===== src/rtl/down_counter_param.sv =====
// ---------------------------------------------------------------------------
// down_counter_param
// Parametrised, cascadable, loadable down counter with a programmable reload
// value and a one-shot mode. Stages cascade by feeding co into the next cnt.
// Optional build macro: DOWN_COUNTER_PARAM_UPDN_EN adds an up_dn input that
// selects up counting (terminal at reload, wrap to zero).
// ---------------------------------------------------------------------------
module down_counter_param #(
  parameter int               WIDTH     = 4,
  parameter logic [WIDTH-1:0] RESET_VAL = {WIDTH{1'b1}}
) (
  input  logic             clk,
  input  logic             rst,
  input  logic             cnt,
  input  logic             ld,
  input  logic [WIDTH-1:0] ld_val,
  input  logic             mode,
`ifdef DOWN_COUNTER_PARAM_UPDN_EN
  input  logic             up_dn,
`endif
  output logic [WIDTH-1:0] count,
  output logic             co,
  output logic             tc,
  output logic             done
);

  localparam logic [WIDTH-1:0] ZERO = {WIDTH{1'b0}};
  localparam logic [WIDTH-1:0] ONE  = WIDTH'(1'b1);

  logic [WIDTH-1:0] count_r;
  logic [WIDTH-1:0] reload_r;
  logic             done_r;
  logic             tc_r;

  logic             term_s;
  logic [WIDTH-1:0] wrap_s;
  logic [WIDTH-1:0] step_s;
  logic             co_s;
  logic [WIDTH-1:0] count_nxt_s;
  logic [WIDTH-1:0] reload_nxt_s;
  logic             done_nxt_s;

  // Direction-dependent terminal condition, wrap target and single step.
  always_comb begin
    term_s = (count_r == ZERO);
    wrap_s = reload_r;
    step_s = count_r - ONE;
`ifdef DOWN_COUNTER_PARAM_UPDN_EN
    if (up_dn) begin
      term_s = (count_r == reload_r);
      wrap_s = ZERO;
      step_s = count_r + ONE;
    end else begin
      term_s = (count_r == ZERO);
      wrap_s = reload_r;
      step_s = count_r - ONE;
    end
`endif
  end

  // Carry-out is combinational so a cascaded stage sees it in the same cycle.
  always_comb begin
    co_s = cnt & ~ld & ~done_r & term_s;
  end

  // Next-state selection: load beats count, a finished one-shot ignores cnt.
  always_comb begin
    count_nxt_s  = count_r;
    reload_nxt_s = reload_r;
    done_nxt_s   = done_r;
    if (ld) begin
      count_nxt_s  = ld_val;
      reload_nxt_s = ld_val;
      done_nxt_s   = 1'b0;
    end else if (cnt && !done_r) begin
      if (term_s) begin
        if (mode) begin
          // One-shot: park at the terminal value and flag completion.
          count_nxt_s = count_r;
          done_nxt_s  = 1'b1;
        end else begin
          count_nxt_s = wrap_s;
          done_nxt_s  = 1'b0;
        end
      end else begin
        count_nxt_s = step_s;
        done_nxt_s  = 1'b0;
      end
    end else begin
      count_nxt_s  = count_r;
      reload_nxt_s = reload_r;
      done_nxt_s   = done_r;
    end
  end

  // State registers; reset restores both count and reload to RESET_VAL.
  always_ff @(posedge clk or posedge rst) begin
    if (rst) begin
      count_r  <= RESET_VAL;
      reload_r <= RESET_VAL;
      done_r   <= 1'b0;
      tc_r     <= 1'b0;
    end else begin
      count_r  <= count_nxt_s;
      reload_r <= reload_nxt_s;
      done_r   <= done_nxt_s;
      tc_r     <= co_s;
    end
  end

  assign count = count_r;
  assign co    = co_s;
  assign tc    = tc_r;
  assign done  = done_r;

endmodule


===== config.mk =====
export PLATFORM = sky130hd
export DESIGN_NAME = down_counter_param
export DESIGN_NICKNAME = d
export VERILOG_FILES = /design/src/rtl/down_counter_param.sv
export SDC_FILE = /design/constraint.sdc
export NUM_CORES = 1
export LEC_CHECK = 0
export ABC_AREA = 1
export CORE_UTILIZATION = 41
export CTS_CLUSTER_DIAMETER = 50
export DETAILED_ROUTE_END_ITERATION = 10
export HOLD_SLACK_MARGIN = 0.03
export PLACE_DENSITY = 0.7
export SYNTH_ARGS = -nofsm -noshare
export SYNTH_HDL_FRONTEND = slang
export SYNTH_SLANG_ARGS = --single-unit

===== constraint.sdc =====
create_clock -name clk -period 1.38 [get_ports clk]
set_clock_uncertainty 0.2 [all_clocks]
set_input_delay 0.207 -clock clk [delete_from_list [all_inputs] [get_ports clk]]
set_output_delay 0.207 -clock clk [all_outputs]
set_load 0.05 [all_outputs]

==> results of run 1 <==
worst reg2reg max path, stage by stage, from the launching register on:
cell and delay [ns]:
dfstp_2 0.55, inv_2 0.05, ha_4 0.17, buf_4 0.13, buf_6 0.13, inv_4 0.06
nand3_1 0.08, nand3b_1 0.11, nand2_1 0.07, a21oi_2 0.11
per-stage QoR:
stage	std cells	util	total power [uW]
final	128	0.837	1700
after floorplan	77	-	856
after global placement	121	0.731	1220
after global routing	128	0.837	1780
after CTS	128	0.796	1600
after detailed placement	121	0.731	1260
placed cells by master, fill, tap and decap left out:
master / synthesis / layout
nand2_2: 0 / 4
dfrtp_1: 2 / 2
nor2_1: 5 / 4
inv_2: 1 / 3
o21ai_4: 1 / 1
nand3_1: 7 / 5
nand3b_1: 1 / 1
ha_4: 0 / 1
clkinv_8: 0 / 1
nor4_4: 0 / 1
a21oi_2: 1 / 1
nand3_2: 1 / 2
o21ai_0: 3 / 2
buf_4: 0 / 14
nand2_4: 1 / 3
inv_1: 11 / 8
buf_12: 0 / 7
inv_4: 1 / 1
o21ai_1: 0 / 1
buf_6: 1 / 3
nand3_4: 0 / 1
nand2_8: 0 / 1
nand2_1: 28 / 21
nor2_2: 3 / 4
clkdlybuf4s50_1: 0 / 8
clkbuf_8: 0 / 1
dlygate4sd3_1: 0 / 1
clkbuf_4: 0 / 3
dfstp_2: 8 / 8
state kept, by name (all words and copies together) (netlist names):
signal    flops
count         4
reload_r      4
done          1
tc            1
final timing paths:
kind | start | to | slack [ns] | cells after the start
setup / recovery | count[1]$_DFFE_PP1P_ | co | -0.48 | 5
hold / removal | ld_val[3] | reload_r[3]$_DFFE_PP1P_ | 0.26 | 3
setup reg to reg | count[1]$_DFFE_PP1P_ | count[3]$_DFFE_PP1P_ | -0.34 | 9
hold reg to reg | reload_r[3]$_DFFE_PP1P_ | reload_r[3]$_DFFE_PP1P_ | 0.27 | 2
max in group asynchronous | rst | count[0]$_DFFE_PP1P_ | 0.10 | 3
min in group asynchronous | rst | done$_DFFE_PP0P_ | 0.56 | 3
synthesized netlist by cell type:
| library cell | n |
|---|---|
| buf_6 | 1 |
| inv_2 | 1 |
| a21oi_2 | 1 |
| nand3_2 | 1 |
| nor2_1 | 5 |
| o21ai_0 | 3 |
| nand2_1 | 28 |
| dfstp_2 | 8 |
| o21ai_4 | 1 |
| inv_4 | 1 |
| nor4_1 | 1 |
| nand3b_1 | 1 |
| nand3_1 | 7 |
| inv_1 | 11 |
| nand2_4 | 1 |
| nor2_2 | 3 |
| dfrtp_1 | 2 |
| ha_1 | 1 |
layout make-up:
class | count | area [um^2] | share of cell area
inverter | 13 | 63.8 | 0.0579
tap | 15 | 18.8 | 0.0170
multi-input combinational | 53 | 354 | 0.321
clock buffer | 4 | 36.3 | 0.0329
sequential | 10 | 260 | 0.236
timing repair buffer | 33 | 369 | 0.335
repair_timing:
item | CTS | global route
resized for setup | 7 | 16
hold buffers | 1 | 0
pin swaps | 3 | 10
buffers inserted | 3 | 1
gates cloned | 0 | 0
setup endpoints to repair | 11 | 11
hold endpoints to repair | 2 | 0
power by group through the flow:
stage	logic, uW	clock network, uW	registers (uW)
after detailed placement	842	0	414
after CTS	908	281	411
final	1000	282	414
after floorplan	281	0	575
after global routing	1060	302	419
after global placement	812	0	411
logic make-up after synthesis:
family                     after synthesis  share of synthesized area
AOI/OAI and AO/OA                        5                     0.0681
adders and majority gates                1                     0.0213
buffers and inverters                   14                      0.106
DFF                                     10                      0.443
and+or+nand+nor                         47                      0.362
routing by layer:
metal,global-route usage,part of all wire
met5,0,0
met4,0.103,0.030
met3,0.0398,0.061
met2,0.375,0.52
met1,0.300,0.39
==> results.toml, run 1 <==
[worst_setup_path]
critPathMaxStageDelay_ns = 0.39
start_kind = "register"
arrival_ns = 1.46
crit_path_cell_trace = "inv_2 -> ha_4 -> nand2_4 -> nor4_4 -> buf_12"
cp.buffers_inverters = 2
critPathRequiredTime_ns = 0.97
worstSetupPathType = "reg2out"
crit_family = "flip-flops"
end_kind = "output pin"
critPathMaxFanout = 2
slowest_stage = "dfstp_2"

[drt]
drc = 0
ant_nets = 0
vias = 657
drt_wl_total_um = 1900
drtIter0Drc = 15
vias_per_cell = 5.13
firstDrtPassIters = 4
drt-wirelength-per-cell_um = 14.9

[yosys]
yosys.area.top_type = "dfstp_2"
ys_ff_latch = 10
synth_nets = 87
synth_area_leaders = "dfstp_2, nand2_1, dfrtp_1"
syn-cell-area_um2 = 588
syn_inst = 77
synth_top_area_share = 0.357
synth_seq_area_share = 0.443
ys_warn_count = 0
synth.distinct_cells = 18
avgSynthCellArea_um2 = 7.64

[floorplanning]
rows = 13
start_util = 0.446
io_pins = 16
die_w_um = 39.9
chipHeight_um = 39.9
core_um2 = 1320
fp.dieArea_um2 = 1590

[placed_design]
place_congestion = 0.807
dp_hpwl_um = 1170
io_buffers = 15
place_ws_ns = -0.262
place_area_um2 = 963

[sta]
fmax_mhz = 537
slew_viol_final = 0
fin_hold_ws_ns = 0.258
setup_viol = 11
hold_viol = 0
layout_setup_ws_ns = -0.483
maxSlewHeadroom = 0.731
post-route-min-period_ns = 1.86
period_share = 1.35
tightest_slew_ns = 0.403
rsz0062_at_grt = "true"
fin_tns_setup_ns = -2.40

[status]
violations = "negative setup slack"
outcome = "complete, but fails checks"

[clock_tree]
cts_buffers = 3
numClockSinks = 10
clockBufferDepth = 2
path_clk_slew_ns = 0.08
clock_latency_ns = 0.27
cts_tree = "built"
root_buffer = "clkbuf_4"
h-tree-depth = 1

[pwr]
vdd_drop_max_mv = 0.914
pwr-share-comb = 0.590
intPower_uw = 1000
seqPwrFrac = 0.244
p_sw_uw = 696
power.density_nw_per_um2 = 1540
p_leak_uw = 0.000532
p_clk_frac = 0.166
swShare = 0.410

[flow_run]
cap_violations = 0

[layout]
area_growth_pct = 87.4
fill_cells = 76
diodes = 0
nets = 124
finalInstanceArea_um2 = 1100
drive_above_1_share = 0.531

[grt]
grt.overflow.total = 0
grt.total_usage = 0.234
grt_pass1_wl_um = 2430
grt_max_degree = 11
antenna_found_initial = 0
grt_pass1_vias = 545

[min_path]
hold_class = "in2reg"
(Power assumes the default switching activity.)
==> run 2, diff against run 1 <==
--- a/config.mk
+++ b/config.mk
@@ -14,3 +14,4 @@
 export SYNTH_ARGS = -nofsm -noshare
 export SYNTH_HDL_FRONTEND = slang
 export SYNTH_SLANG_ARGS = --single-unit
+export TNS_END_PERCENT = 5
==> results.toml, run 2 (synthesis gave the netlist of run 1 again) <==
[status]
outcome = "complete, but fails checks"
violations = "negative setup slack"

[sta]
layout_setup_ws_ns = -0.438
setup_viol = 10
rsz0062_at_grt = "true"
slew_viol_final = 0
fin_hold_ws_ns = 0.270
hold_viol = 0
post-route-min-period_ns = 1.82
period_share = 1.32
maxSlewHeadroom = 0.795
tightest_slew_ns = 0.307
fin_tns_setup_ns = -1.63
fmax_mhz = 550

[floorplanning]
start_util = 0.446
rows = 13
die_w_um = 39.9
io_pins = 16
fp.dieArea_um2 = 1590
chipHeight_um = 39.9
core_um2 = 1320

[drt]
vias_per_cell = 4.64
drt_wl_total_um = 1450
vias = 589
ant_nets = 0
drtIter0Drc = 23
firstDrtPassIters = 4
drt-wirelength-per-cell_um = 11.4
drc = 0

[worst_setup_path]
arrival_ns = 1.41
r2r_start = "count[1]$_DFFE_PP1P_"
r2r_end = "count[3]$_DFFE_PP1P_"
crit_path_cell_trace = "inv_2 -> ha_4 -> nand2_4 -> nor4_4 -> buf_12"
r2r_cells = 8
critPathMaxFanout = 2
start_kind = "register"
slowest_stage = "dfstp_2"
critPathCapture = "co"
ff2ff_setup_slack_ns = -0.19
critPathRequiredTime_ns = 0.97
end_kind = "output pin"
worstSetupPathType = "reg2out"
critPathMaxStageDelay_ns = 0.37
startpoint = "count[0]$_DFFE_PP1P_"

[grt]
grt.overflow.total = 0
grt_max_degree = 11
antenna_found_initial = 0
grt_pass1_vias = 533
grt_pass1_wl_um = 2260
grt.total_usage = 0.216

[clock_tree]
path_clk_slew_ns = 0.06
cts_buffers = 3
cts_tree = "built"
numClockSinks = 10
clock_latency_ns = 0.26
h-tree-depth = 1
root_buffer = "clkbuf_4"
clockBufferDepth = 2

[pwr]
p_leak_uw = 0.000502
p_clk_frac = 0.134
p_sw_uw = 585
swShare = 0.398
vdd_drop_max_mv = 0.928
pwr-share-comb = 0.584
power.density_nw_per_um2 = 1420
intPower_uw = 883
seqPwrFrac = 0.282

[layout]
fill_cells = 89
nets = 124
diodes = 0
area_growth_pct = 75.3
drive_above_1_share = 0.464
layout_commonest_cell = "nand2_1"
most-common-layout-cells = "nand2_1, buf_4, dfstp_2, clkdlybuf4s50_1"
finalInstanceArea_um2 = 1030

[placed_design]
io_buffers = 15
dp_hpwl_um = 1130
place_congestion = 0.770
place_area_um2 = 978

[min_path]
hold_class = "reg2reg"

[flow_run]
cap_violations = 0
==> run 2: changes by cell type in the layout (fill, tap and decap cells not counted), moves of 2 or more <==
cell,delta
nand2_2,-4
nand3_1,+2
nand2_1,+6
nand3_2,-2
==> run 2: what timing repair did <==
| item | 4_1_cts | 5_1_grt |
|---|---|---|
| gates resized for setup | 3 | 3 |
| hold endpoints to repair | 1 | 0 |
| pin swaps | 2 | 0 |
| endpoints found under the setup margin | 11 | 15 |
| buffers inserted | 0 | 0 |
| hold buffers | 1 | 0 |
==> run 2: how the worst min path moves through the flow <==
stage	from	to	cells past startpoint
final	reload_r[2]$_DFFE_PP1P_	reload_r[2]$_DFFE_PP1P_	2
after global routing	reload_r[2]$_DFFE_PP1P_	reload_r[2]$_DFFE_PP1P_	2
after CTS	reload_r[2]$_DFFE_PP1P_	reload_r[2]$_DFFE_PP1P_	2
after detailed placement	reload_r[2]$_DFFE_PP1P_	reload_r[2]$_DFFE_PP1P_	2
after global placement	reload_r[2]$_DFFE_PP1P_	reload_r[2]$_DFFE_PP1P_	2
after floorplan	rst	done$_DFFE_PP0P_	1
==> run 2: power groups by stage <==
stage	clock [uW]	combinational (uW)	sequential (uW)
2_1_floorplan	0	282	575
3_3_place_gp	0	818	410
3_5_place_dp	0	835	416
4_1_cts	206	855	414
5_1_grt	215	921	421
6_report	196	858	414
==> run 2: cell type report <==
cell class	count	area, um^2	area share
clock buffer	3	22.5	0.0218
inverter	13	55.1	0.0534
multi-input combinational	53	308	0.299
sequential	10	262	0.254
tap	15	18.8	0.0182
timing repair buffer	33	365	0.354
==> run 2: per-layer routing <==
| metal | vias up | routed length [um] | track usage |
|---|---|---|---|
| li1 | 310 | - | - |
| met1 | 266 | 671 | 0.297 |
| met2 | 13 | 733 | 0.335 |
| met3 | 0 | 44 | 0.0682 |
| met4 | 0 | 0 | 0.0259 |
| met5 | - | 0 | 0 |
==> run 2: per-stage QoR <==
stage | setup slack, ns | total power [uW] | utilization | std cells
floorplan | -0.514 | 857 | - | 77
global placement | -0.254 | 1230 | 0.743 | 123
detailed placement | -0.279 | 1250 | 0.743 | 123
CTS | -0.453 | 1480 | 0.779 | 127
global route | -0.502 | 1560 | 0.783 | 127
finish | -0.438 | 1470 | 0.783 | 127
==> run 2: critical path, delay by kind of cell, from the launching register on <==
| family | cells | cell delay, ns |
|---|---|---|
| and+or+nand+nor | 2 | 0.39 |
| DFF | 1 | 0.37 |
| buffers and inverters | 2 | 0.25 |
| adders and majority gates | 1 | 0.15 |
